[config.mk]
export PLATFORM = sky130hd
export DESIGN_NAME = alu_issue_stage_flat
export DESIGN_NICKNAME = d
export VERILOG_FILES = /design/src/rtl/alu_issue_stage_if.sv /design/src/rtl/alu_issue_stage.sv /design/src/flat_wrapper.sv
export SDC_FILE = /design/constraint.sdc
export NUM_CORES = 2
export LEC_CHECK = 0
export ABC_CLOCK_PERIOD_IN_PS = 3800
export BUFFER_PORTS_ARGS = -buffer_cell sky130_fd_sc_hd__buf_2
export CAP_MARGIN = 20
export CORE_MARGIN = 4
export CORE_UTILIZATION = 45
export DETAILED_ROUTE_END_ITERATION = 10
export SLEW_MARGIN = 20
export SYNTH_ARGS = -nofsm -noshare
export SYNTH_HDL_FRONTEND = slang
export SYNTH_SLANG_ARGS = --single-unit
export TNS_END_PERCENT = 10
[constraint.sdc]
create_clock -name clk -period 3.8 [get_ports clk]
set_input_delay 0.76 -clock clk [delete_from_list [all_inputs] [get_ports clk]]
set_output_delay 0.76 -clock clk [all_outputs]
set_load 0.05 [all_outputs]
[src/rtl/alu_issue_stage_if.sv]
// -----------------------------------------------------------------------------
// alu_issue_stage_if
// Bundle for the ALU issue stage: the decoded-op input handshake, the
// write-back port into the register file, and the operand handshake towards
// the ALU.
//
//   Issue side : in_valid, in_ready, in_rn, in_rm, in_imm, in_use_imm,
//                in_alu_ctrl, in_rd
//   Write-back : wb_en, wb_addr, wb_data
//   ALU side   : out_valid, out_ready, op1, op2, ALU_Control, out_rd,
//                err_illegal
//
// Modports:
//   slave  - the issue stage itself
//   master - the environment (decoder, write-back path and ALU)
// -----------------------------------------------------------------------------
interface alu_issue_stage_if #(
    parameter int DATA_W = 64
);
    // Issue-side handshake
    logic              in_valid;
    logic              in_ready;
    logic [4:0]        in_rn;
    logic [4:0]        in_rm;
    logic [DATA_W-1:0] in_imm;
    logic              in_use_imm;
    logic [3:0]        in_alu_ctrl;
    logic [4:0]        in_rd;

    // Register-file write-back
    logic              wb_en;
    logic [4:0]        wb_addr;
    logic [DATA_W-1:0] wb_data;

    // ALU-side handshake
    logic              out_valid;
    logic              out_ready;
    logic [DATA_W:0]   op1;
    logic [DATA_W:0]   op2;
    logic [3:0]        ALU_Control;
    logic [4:0]        out_rd;
    logic              err_illegal;

    modport slave (
        input  in_valid, in_rn, in_rm, in_imm, in_use_imm, in_alu_ctrl, in_rd,
        input  wb_en, wb_addr, wb_data,
        input  out_ready,
        output in_ready,
        output out_valid, op1, op2, ALU_Control, out_rd, err_illegal
    );

    modport master (
        output in_valid, in_rn, in_rm, in_imm, in_use_imm, in_alu_ctrl, in_rd,
        output wb_en, wb_addr, wb_data,
        output out_ready,
        input  in_ready,
        input  out_valid, op1, op2, ALU_Control, out_rd, err_illegal
    );
endinterface

[src/rtl/alu_issue_stage.sv]
// -----------------------------------------------------------------------------
// alu_issue_stage
// Execute-issue stage in front of the ALU. Holds the architectural register
// file, reads operands when a decoded op is accepted (with same-cycle
// write-back bypass and immediate selection) and hands registered
// op1/op2/ALU_Control/out_rd to the ALU through a 2-entry skid buffer.
//
// Ports:
//   clk    - rising-edge clock
//   rst_n  - asynchronous active-low reset
//   bus    - alu_issue_stage_if.slave (issue handshake, write-back,
//            ALU handshake, err_illegal pulse)
//
// Parameters:
//   DATA_W - register / immediate width; ALU operands are DATA_W+1 bits
//   NREGS  - register count; index NREGS-1 always reads as zero
// -----------------------------------------------------------------------------
module alu_issue_stage #(
    parameter int DATA_W = 64,
    parameter int NREGS  = 32
) (
    input  logic               clk,
    input  logic               rst_n,
    alu_issue_stage_if.slave   bus
);

    localparam int             AW       = 5;
    localparam logic [AW-1:0]  ZERO_IDX = AW'(NREGS - 1);

    localparam logic [3:0] OP_AND  = 4'b0000;
    localparam logic [3:0] OP_OR   = 4'b0001;
    localparam logic [3:0] OP_ADD  = 4'b0010;
    localparam logic [3:0] OP_SUB  = 4'b0110;
    localparam logic [3:0] OP_PASS = 4'b0111;

    typedef enum logic [1:0] {
        ST_EMPTY = 2'd0,
        ST_ONE   = 2'd1,
        ST_TWO   = 2'd2
    } state_t;

    // -------------------------------------------------------------------------
    // Helper functions
    // -------------------------------------------------------------------------
    function automatic logic is_legal(input logic [3:0] code);
        case (code)
            OP_AND, OP_OR, OP_ADD, OP_SUB, OP_PASS: return 1'b1;
            default:                                return 1'b0;
        endcase
    endfunction

    // One-bit sign extension so the ALU can see carry/borrow out of bit 63.
    function automatic logic signed [DATA_W:0] sext(input logic [DATA_W-1:0] v);
        return $signed({v[DATA_W-1], v});
    endfunction

    // Zero register wins over bypass; bypass wins over the stored value, so
    // an op issued in the same cycle as the write sees the new data.
    function automatic logic [DATA_W-1:0] read_src(
        input logic [AW-1:0]     idx,
        input logic [DATA_W-1:0] rf_val,
        input logic              wen,
        input logic [AW-1:0]     waddr,
        input logic [DATA_W-1:0] wdata
    );
        if (idx == ZERO_IDX)
            return '0;
        else if (wen && (waddr == idx))
            return wdata;
        else
            return rf_val;
    endfunction

    // -------------------------------------------------------------------------
    // State
    // -------------------------------------------------------------------------
    logic [DATA_W-1:0]        r_regs [NREGS];

    state_t                   r_state;
    logic                     r_in_ready;
    logic                     r_vld_p1;
    logic                     r_err_p1;

    logic signed [DATA_W:0]   r_head_op1_p1;
    logic signed [DATA_W:0]   r_head_op2_p1;
    logic [3:0]               r_head_ctrl_p1;
    logic [4:0]               r_head_rd_p1;

    logic signed [DATA_W:0]   r_skid_op1_p1;
    logic signed [DATA_W:0]   r_skid_op2_p1;
    logic [3:0]               r_skid_ctrl_p1;
    logic [4:0]               r_skid_rd_p1;

    logic [DATA_W-1:0]        w_src_rn_p0;
    logic [DATA_W-1:0]        w_src_rm_p0;
    logic signed [DATA_W:0]   w_op1_p0;
    logic signed [DATA_W:0]   w_op2_p0;
    logic                     w_legal_p0;
    logic                     w_accept;
    logic                     w_push;
    logic                     w_pop;
    logic                     w_illegal;

    // -------------------------------------------------------------------------
    // p0: operand read and handshake decode at accept time
    // -------------------------------------------------------------------------
    always_comb begin
        w_src_rn_p0 = read_src(bus.in_rn, r_regs[bus.in_rn],
                               bus.wb_en, bus.wb_addr, bus.wb_data);
        w_src_rm_p0 = read_src(bus.in_rm, r_regs[bus.in_rm],
                               bus.wb_en, bus.wb_addr, bus.wb_data);
        w_op1_p0    = sext(w_src_rn_p0);
        w_op2_p0    = sext(bus.in_use_imm ? bus.in_imm : w_src_rm_p0);
        w_legal_p0  = is_legal(bus.in_alu_ctrl);
        w_accept    = bus.in_valid & r_in_ready;
        w_push      = w_accept & w_legal_p0;
        w_illegal   = w_accept & ~w_legal_p0;
        w_pop       = r_vld_p1 & bus.out_ready;
    end

    // -------------------------------------------------------------------------
    // Register file write-back, independent of the handshake
    // -------------------------------------------------------------------------
    always_ff @(posedge clk or negedge rst_n) begin
        if (!rst_n) begin
            for (int k = 0; k < NREGS; k++)
                r_regs[k] <= '0;
        end else if (bus.wb_en && (bus.wb_addr != ZERO_IDX)) begin
            r_regs[bus.wb_addr] <= bus.wb_data;
        end
    end

    // -------------------------------------------------------------------------
    // p1: skid buffer FSM with head/skid entries
    // in_ready is registered from the next state so it never depends
    // combinationally on out_ready. Illegal ops are dropped before the
    // buffer: they only raise err_illegal for one cycle.
    // -------------------------------------------------------------------------
    always_ff @(posedge clk or negedge rst_n) begin
        if (!rst_n) begin
            r_state        <= ST_EMPTY;
            r_in_ready     <= 1'b0;
            r_vld_p1       <= 1'b0;
            r_err_p1       <= 1'b0;
            r_head_op1_p1  <= '0;
            r_head_op2_p1  <= '0;
            r_head_ctrl_p1 <= '0;
            r_head_rd_p1   <= '0;
            r_skid_op1_p1  <= '0;
            r_skid_op2_p1  <= '0;
            r_skid_ctrl_p1 <= '0;
            r_skid_rd_p1   <= '0;
        end else begin
            r_err_p1 <= w_illegal;

            case (r_state)
                ST_EMPTY: begin
                    r_in_ready <= 1'b1;
                    if (w_push) begin
                        r_state        <= ST_ONE;
                        r_vld_p1       <= 1'b1;
                        r_head_op1_p1  <= w_op1_p0;
                        r_head_op2_p1  <= w_op2_p0;
                        r_head_ctrl_p1 <= bus.in_alu_ctrl;
                        r_head_rd_p1   <= bus.in_rd;
                    end
                end

                ST_ONE: begin
                    if (w_push && !w_pop) begin
                        // Head is stalled: park the new op in the skid slot.
                        r_state        <= ST_TWO;
                        r_in_ready     <= 1'b0;
                        r_skid_op1_p1  <= w_op1_p0;
                        r_skid_op2_p1  <= w_op2_p0;
                        r_skid_ctrl_p1 <= bus.in_alu_ctrl;
                        r_skid_rd_p1   <= bus.in_rd;
                    end else if (w_push && w_pop) begin
                        // Head leaves and the new op replaces it directly.
                        r_in_ready     <= 1'b1;
                        r_head_op1_p1  <= w_op1_p0;
                        r_head_op2_p1  <= w_op2_p0;
                        r_head_ctrl_p1 <= bus.in_alu_ctrl;
                        r_head_rd_p1   <= bus.in_rd;
                    end else if (w_pop) begin
                        r_state    <= ST_EMPTY;
                        r_in_ready <= 1'b1;
                        r_vld_p1   <= 1'b0;
                    end else begin
                        r_in_ready <= 1'b1;
                    end
                end

                ST_TWO: begin
                    if (w_pop) begin
                        r_state        <= ST_ONE;
                        r_in_ready     <= 1'b1;
                        r_head_op1_p1  <= r_skid_op1_p1;
                        r_head_op2_p1  <= r_skid_op2_p1;
                        r_head_ctrl_p1 <= r_skid_ctrl_p1;
                        r_head_rd_p1   <= r_skid_rd_p1;
                    end else begin
                        r_in_ready <= 1'b0;
                    end
                end

                default: begin
                    r_state    <= ST_EMPTY;
                    r_in_ready <= 1'b1;
                    r_vld_p1   <= 1'b0;
                end
            endcase
        end
    end

    // -------------------------------------------------------------------------
    // Outputs, all straight from registers
    // -------------------------------------------------------------------------
    assign bus.in_ready    = r_in_ready;
    assign bus.out_valid   = r_vld_p1;
    assign bus.op1         = r_head_op1_p1;
    assign bus.op2         = r_head_op2_p1;
    assign bus.ALU_Control = r_head_ctrl_p1;
    assign bus.out_rd      = r_head_rd_p1;
    assign bus.err_illegal = r_err_p1;

endmodule

[src/flat_wrapper.sv]
// flat-port wrapper written by rule: the top's interface ports become plain ports
module alu_issue_stage_flat 
#(
    parameter int DATA_W = 64,
    parameter int NREGS  = 32
)
  (clk, rst_n, bus_in_valid, bus_in_rn, bus_in_rm, bus_in_imm, bus_in_use_imm, bus_in_alu_ctrl, bus_in_rd, bus_wb_en, bus_wb_addr, bus_wb_data, bus_out_ready, bus_in_ready, bus_out_valid, bus_op1, bus_op2, bus_ALU_Control, bus_out_rd, bus_err_illegal);
  alu_issue_stage_if #(.DATA_W(DATA_W)) bus_i ();
  input  logic clk;
  input  logic rst_n;
  input wire logic [$bits(bus_i.in_valid)-1:0] bus_in_valid;
  input wire logic [$bits(bus_i.in_rn)-1:0] bus_in_rn;
  input wire logic [$bits(bus_i.in_rm)-1:0] bus_in_rm;
  input wire logic [$bits(bus_i.in_imm)-1:0] bus_in_imm;
  input wire logic [$bits(bus_i.in_use_imm)-1:0] bus_in_use_imm;
  input wire logic [$bits(bus_i.in_alu_ctrl)-1:0] bus_in_alu_ctrl;
  input wire logic [$bits(bus_i.in_rd)-1:0] bus_in_rd;
  input wire logic [$bits(bus_i.wb_en)-1:0] bus_wb_en;
  input wire logic [$bits(bus_i.wb_addr)-1:0] bus_wb_addr;
  input wire logic [$bits(bus_i.wb_data)-1:0] bus_wb_data;
  input wire logic [$bits(bus_i.out_ready)-1:0] bus_out_ready;
  output wire logic [$bits(bus_i.in_ready)-1:0] bus_in_ready;
  output wire logic [$bits(bus_i.out_valid)-1:0] bus_out_valid;
  output wire logic [$bits(bus_i.op1)-1:0] bus_op1;
  output wire logic [$bits(bus_i.op2)-1:0] bus_op2;
  output wire logic [$bits(bus_i.ALU_Control)-1:0] bus_ALU_Control;
  output wire logic [$bits(bus_i.out_rd)-1:0] bus_out_rd;
  output wire logic [$bits(bus_i.err_illegal)-1:0] bus_err_illegal;
  assign bus_i.in_valid = bus_in_valid;
  assign bus_i.in_rn = bus_in_rn;
  assign bus_i.in_rm = bus_in_rm;
  assign bus_i.in_imm = bus_in_imm;
  assign bus_i.in_use_imm = bus_in_use_imm;
  assign bus_i.in_alu_ctrl = bus_in_alu_ctrl;
  assign bus_i.in_rd = bus_in_rd;
  assign bus_i.wb_en = bus_wb_en;
  assign bus_i.wb_addr = bus_wb_addr;
  assign bus_i.wb_data = bus_wb_data;
  assign bus_i.out_ready = bus_out_ready;
  assign bus_in_ready = bus_i.in_ready;
  assign bus_out_valid = bus_i.out_valid;
  assign bus_op1 = bus_i.op1;
  assign bus_op2 = bus_i.op2;
  assign bus_ALU_Control = bus_i.ALU_Control;
  assign bus_out_rd = bus_i.out_rd;
  assign bus_err_illegal = bus_i.err_illegal;
  alu_issue_stage #(.DATA_W(DATA_W), .NREGS(NREGS)) u_core (.clk(clk), .rst_n(rst_n), .bus(bus_i));
endmodule
After elaboration in Yosys (flattened, before gate mapping)
Index checks and enable logic that the tools add are counted.
{"block": "op_classes", "order_cmp": 4, "eq_ne": 19, "mux": 49, "n_bitwise": 9, "n_reduce_logical": 15}
{"op": "$bwmux 2048", "count": 1}
{"op": "$bmux 64 s5", "count": 2}
{"op": "$mux 64", "count": 10}
{"op": "$mux 65", "count": 8}
{"op": "$pmux 65 s3", "count": 2}
{"op": "$demux 64 s5", "count": 1}
{"op": "$mux 5", "count": 4}
{"op": "$ge 6x6->1 const B", "count": 3}
{"op": "$not 5->6", "count": 3}
{"op": "$mux 4", "count": 4}
{"op": "$pmux 5 s3", "count": 1}
{"op": "$pmux 4 s3", "count": 1}
{"op": "$eq 5x5->1", "count": 2}
{"op": "$eq 5x5->1 const B", "count": 2}
{"op": "$mux 2", "count": 5}
{"op": "$reduce_and 5->1", "count": 2}
{"op": "$eq 4x3->1 const B", "count": 2}
{"op": "$ne 2x1->1 const B", "count": 4}
{"op": "$mux 1", "count": 7}
{"op": "$logic_and 1x1->1", "count": 6}
{"op": "$lt 6x1->1 const B", "count": 1}
{"op": "$pmux 2 s3", "count": 1}
{"op": "$ne 5x5->1 const B", "count": 1}
{"op": "$reduce_or 5->1", "count": 1}
{"op": "other kinds (17)", "count": 22}
{"block": "word_totals", "ff_bits": 2329, "out_inout_bits": 142}

Longest topological paths before layout
{"block": "depth", "word_depth": 10, "ltp_mapped": 11}

Worst setup path after synthesis
OpenSTA, ideal clock, no wires.
{"block": "synth_timing", "path_kind": "input to register", "from": "input port bus_in_rn[0]", "to": "register u_core.r_skid_op1_p1[59]", "setup_ps": 134, "arrival_ps": 2532, "required_time_ps": 3666, "setup_slack_ps": 1134, "path_stages": 9, "path_cell_list": "buf_4 buf_6 buf_4 buf_2 mux4_2 a22oi_1 nand4_1 a22oi_1 o21ai_0"}
{"block": "synth_via", "elab_chain_cells": 6, "elab_cells_between_ends": 9, "classes_between": "eq/ne (2); mux (5); bitwise (1); reduce/logical (1)"}
{"item": "start: declaration", "line_no": "flat_wrapper.sv:12", "source": "input wire logic [$bits(bus_i.in_rn)-1:0] bus_in_rn;"}
{"item": "$not 5->6 (not written as such)", "line_no": "alu_issue_stage.sv:108", "source": "w_src_rn_p0 = read_src(bus.in_rn, r_regs[bus.in_rn],"}
{"item": "$bmux 64 s5", "line_no": "alu_issue_stage.sv:108"}
{"item": "$mux 64 (not written as such) (2 in series)", "line_no": "alu_issue_stage.sv:108"}
{"item": "$mux 64", "line_no": "alu_issue_stage.sv:68", "source": "else if (wen && (waddr == idx))"}
{"item": "$mux 64 *", "line_no": "alu_issue_stage.sv:66", "source": "if (idx == ZERO_IDX)"}
{"item": "end signal: assignment", "line_no": "alu_issue_stage.sv:174", "source": "r_skid_op1_p1 <= w_op1_p0;"}
{"item": "end: declaration", "line_no": "alu_issue_stage.sv:89", "source": "logic signed [DATA_W:0] r_skid_op1_p1;"}
Every way passes the cells marked *; elsewhere a longest branch is shown, timed or not. The select of a mux whose other input is x is not followed.
A chain may end at the register's enable or synchronous reset.

Worst setup path in the final report
{"block": "layout_timing", "from": "input port bus_in_rn[4]", "to": "register u_core.r_head_op1_p1[3] (netlist: u_core.bus.op1[3])"}
{"block": "layout_via", "elab_chain_cells": 9, "elab_cells_between_ends": 13, "classes_between": "eq/ne (2); mux (9); bitwise (1); reduce/logical (1)"}
{"item": "$not 5->6 (not written as such)", "line_no": "alu_issue_stage.sv:108"}
{"item": "$bmux 64 s5", "line_no": "alu_issue_stage.sv:108"}
{"item": "$mux 64 (not written as such) (2 in series)", "line_no": "alu_issue_stage.sv:108"}
{"item": "$mux 64", "line_no": "alu_issue_stage.sv:68"}
{"item": "$mux 64 *", "line_no": "alu_issue_stage.sv:66"}
{"item": "$mux 65", "line_no": "alu_issue_stage.sv:178", "source": "end else if (w_push && w_pop) begin"}
{"item": "$mux 65", "line_no": "alu_issue_stage.sv:170", "source": "if (w_push && !w_pop) begin"}
{"item": "$pmux 65 s3 *", "line_no": "alu_issue_stage.sv:156", "source": "case (r_state)"}
{"item": "end signal: assignment", "line_no": "alu_issue_stage.sv:162", "source": "r_head_op1_p1 <= w_op1_p0;"}
{"item": "end signal: assignment", "line_no": "alu_issue_stage.sv:181", "source": "r_head_op1_p1 <= w_op1_p0;"}
{"item": "end signal: assignment", "line_no": "alu_issue_stage.sv:198", "source": "r_head_op1_p1 <= r_skid_op1_p1;"}
{"item": "end: declaration", "line_no": "alu_issue_stage.sv:84", "source": "logic signed [DATA_W:0] r_head_op1_p1;"}
Marked as above.

==> impl_metrics.py <==
metrics = {
    "run_status": {
        "run_status": "complete, no violations",
    },
    "placed_design": {
        "dp_hpwl_mm": 242,
        "place_congestion": 0.829,
        "port-buffer-count": 299,
    },
    "floorplan": {
        "start_util_pct": 45.2,
        "ios": 300,
        "num_rows": 190,
        "die_area_um2": 277000,
        "dieHeight_um": 526,
        "die_w_um": 526,
        "core_um2": 268000,
    },
    "synth": {
        "async_reset_ff_share_pct": 100,
        "ys_top_cells_by_area": "dfrtp_1 (48%), mux2_2 (18%), mux4_2 (13%), mux2i_1 (6.8%), clkbuf_1 (2.0%)",
        "synth_compound_area_share_pct": 5.47,
        "synth_top_area_share_pct": 48.2,
        "synth.distinct_cells": 48,
        "ys.flop_type": "dfrtp_1",
        "syn_avg_cell_area_um2": 13.5,
        "synth_warnings": 0,
        "ys_seq_area_share_pct": 48.2,
        "syn-num-nets": 9132,
        "ys_seq_elements": 2327,
        "synth.most_common_cell": "dfrtp_1",
        "yosysTopAreaCell": "dfrtp_1",
        "synth_top_family_by_area": "multiplexers",
        "synthXorXnorAreaFrac_pct": 0.0797,
        "synth.area.mux_share_pct": 38.6,
        "synth_area_um2": 121000,
        "synth_fa_ha_area_share_pct": 0.0414,
        "synth_edf_count": 0,
        "synth_common_cells": "dfrtp_1 (2327), mux2_2 (1984), mux2i_1 (817)",
        "synthCells": 8970,
        "yosys.area_share.simple_pct": 4.23,
    },
    "critical_path": {
        "crit_path_end_kind": "flop",
        "path_class": "primary input to flop",
        "worstReg2RegStart": "u_core.r_state[0]",
        "cp.arrival_ns": 3.67,
        "ff2ff_path_depth": 6,
        "max_stage_delay_ns": 0.84,
        "worstPathRequired_ns": 4.64,
        "cp_top_family": "simple AND/OR/NAND/NOR gates",
        "r2r_slack_ns": 1.04,
        "path_cells": "buf_2, or3b_4, buf_12, o22ai_1, nor2_1, nor4b_1, buf_4, a211oi_1, o21ai_0",
        "start_kind": "primary input",
        "regToRegEndpoint": "u_core.bus.op1[60]",
        "crit_start": "bus_in_rn[4]",
        "crit_fanout": 19,
        "crit_path_top_delay_cell": "nor4b_1",
        "cp.buffers_inverters": 3,
    },
    "grt": {
        "grt_max_degree": 105,
        "grt_pass1_vias": 86000,
        "grt_overflow": 0,
        "grt.total_usage_pct": 29.8,
        "grt_pass1_wl_mm": 613,
        "antenna_found_initial": 24,
    },
    "clock_tree": {
        "root_buffer": "clkbuf_16",
        "tritoncts": "done",
        "clk_pin_slew_ns": 0.06,
        "htree_levels": 5,
        "clkLatencyLatePin_ns": 0.96,
        "cts_buffers": 280,
        "cts_buffer_depth": 4,
        "postCtsSetupBuffers": 0,
        "cts_sinks": 2327,
        "cts_resized": 0,
    },
    "routing": {
        "dr.pass1.iters": 6,
        "dr_total_vias": 83400,
        "drt_iter0_drc": 8106,
        "routed_via_density": 6.56,
        "drc": 0,
        "wire_per_inst_um": 32.9,
        "wirelength_mm": 418,
        "drtAntennaViolNets": 0,
    },
    "timing": {
        "timing.final.crit_share_pct": 74.4,
        "tightestPinTransition_ns": 1.10,
        "rsz0062_at_grt": "false",
        "clock_skew_ns": 0.0615,
        "final_hold_viol_count": 0,
        "tns_ns": 0,
        "slew_violations": 0,
        "setup_violations": 0,
        "fmax_mhz": 354,
        "period_needed_ns": 2.83,
        "slew_headroom_pct": 26.6,
    },
    "worst_hold_path": {
        "whs_endpoint": "u_core.r_skid_rd_p1[1]",
        "hold_path_class": "primary input to flop",
        "hp-start": "bus_in_rd[1]",
        "hold_depth": 3,
    },
    "cells_and_area": {
        "area_delta_synth_final_pct": 13.4,
        "final_net_count": 9141,
        "final_util_pct": 51.2,
        "fill_cells": 22700,
        "regArea_um2": 58200,
        "multi_input_area_um2": 58900,
        "drive_gt1_share_pct": 42.1,
    },
    "pwr": {
        "powerDensity_nw_per_um2": 594,
        "peakVddDrop_mv": 0.554,
        "leakage_nw": 60.1,
    },
    "flow_run": {
        "maxCapViolations": 0,
    },
}
through the flow:
step | hold slack (ns) | setup WS, ns | area (µm²) | std cells | total power [mW]
floorplan | 0.442 | 1.13 | 121000 | 8970 | 48.7
global placement | 0.381 | 0.120 | 128000 | 12200 | 54.7
detailed placement | 0.386 | 0.175 | 128000 | 12200 | 55.6
CTS | 0.00246 | 1.02 | 137000 | 12700 | 81.7
global route | 0.0408 | 0.839 | 137000 | 12700 | 84.9
finish | 0.0545 | 0.975 | 137000 | 12700 | 81.4
area by class of cell:
cell class	count	share of cell area [%]
antenna	6	0.0110
timing repair buffer	698	4.93
sequential	2327	42.5
clock inverter	62	0.477
tap	3552	3.24
inverter	5	0.0173
clock buffer	400	5.88
multi-input combinational	5667	43.0
cells by family after synthesis:
family	Yosys count
multiplexers	3517
flip-flops	2327
AND/OR/NAND/NOR	1075
AO/OA/AOI/OAI	1060
buffers and inverters	976
XOR/XNOR	11
adder cells (fa/ha/maj)	4
routing by layer:
metal  share of wire, %  up-vias  global-route usage, %
met4                4.8        4                   12.9
li1                   -    34000                      -
met3                7.2      974                   5.39
met5             0.0067        -                      0
met1                 41    44600                   39.9
met2                 47     3777                   48.0
worst reg2reg max path: stages (launching register included):
cell and delay, ns:
dfrtp_1 0.37, inv_1 0.10, ha_4 0.36, inv_6 0.80, buf_4 0.63, a31oi_1 0.20
a31oi_1 0.21
cells in the final DEF, fill, tap and decap left out, types with 51 or more instances in the layout:
cell	synthesis	final
clkbuf_1	649	68
o21ai_0	266	266
a22oi_1	142	142
a31oi_1	91	91
mux2i_1	817	817
nor4_1	71	71
o22ai_1	318	318
mux2_2	1984	1984
nor3_1	66	66
nand2_1	329	312
nor2_1	334	319
dfrtp_1	2327	2327
mux4_2	716	716
buf_2	245	290
buf_4	45	224
nand2b_1	64	64
buf_12	0	176
nand4_1	79	79
clkbuf_16	0	287
a211oi_1	52	51
a41oi_1	64	64
a21oi_1	67	67
worst max path at each step:
stage | end | depth (start not counted) | slack [ns]
2_1_floorplan | u_core.r_skid_op1_p1[59] | 9 | 1.13
3_3_place_gp | u_core.r_skid_op1_p1[9] | 8 | 0.12
3_5_place_dp | u_core.bus.op1[3] | 9 | 0.18
4_1_cts | u_core.bus.op1[28] | 8 | 1.02
5_1_grt | u_core.bus.op1[28] | 8 | 0.84
6_report | u_core.bus.op1[3] | 9 | 0.97
flip-flops by register name, summed over array words and instances, names as in the netlist, 2 cells and up:
signal	cells
u_core.bus.out_rd	5
u_core.r_skid_rd_p1	5
u_core.bus.ALU_Control	4
u_core.r_skid_op2_p1	64
u_core.r_skid_op1_p1	64
u_core.bus.op1	64
u_core.r_skid_ctrl_p1	4
u_core.r_regs	2048
u_core.r_state	2
u_core.bus.op2	64
timing repair:
| item | CTS | global route |
|---|---|---|
| hold buffers | 1 | 0 |
| endpoints found under the hold margin | 55 | 0 |
| setup endpoints to repair | 0 | 0 |
power breakdown:
part / total [mW] / internal [mW] / switching [mW]
Combinational: 20.7 / 9.63 / 11.1
Clock: 26.1 / 15.5 / 10.6
Sequential: 34.6 / 30.4 / 4.20
Note: power is estimated with default switching activity, not from simulation.
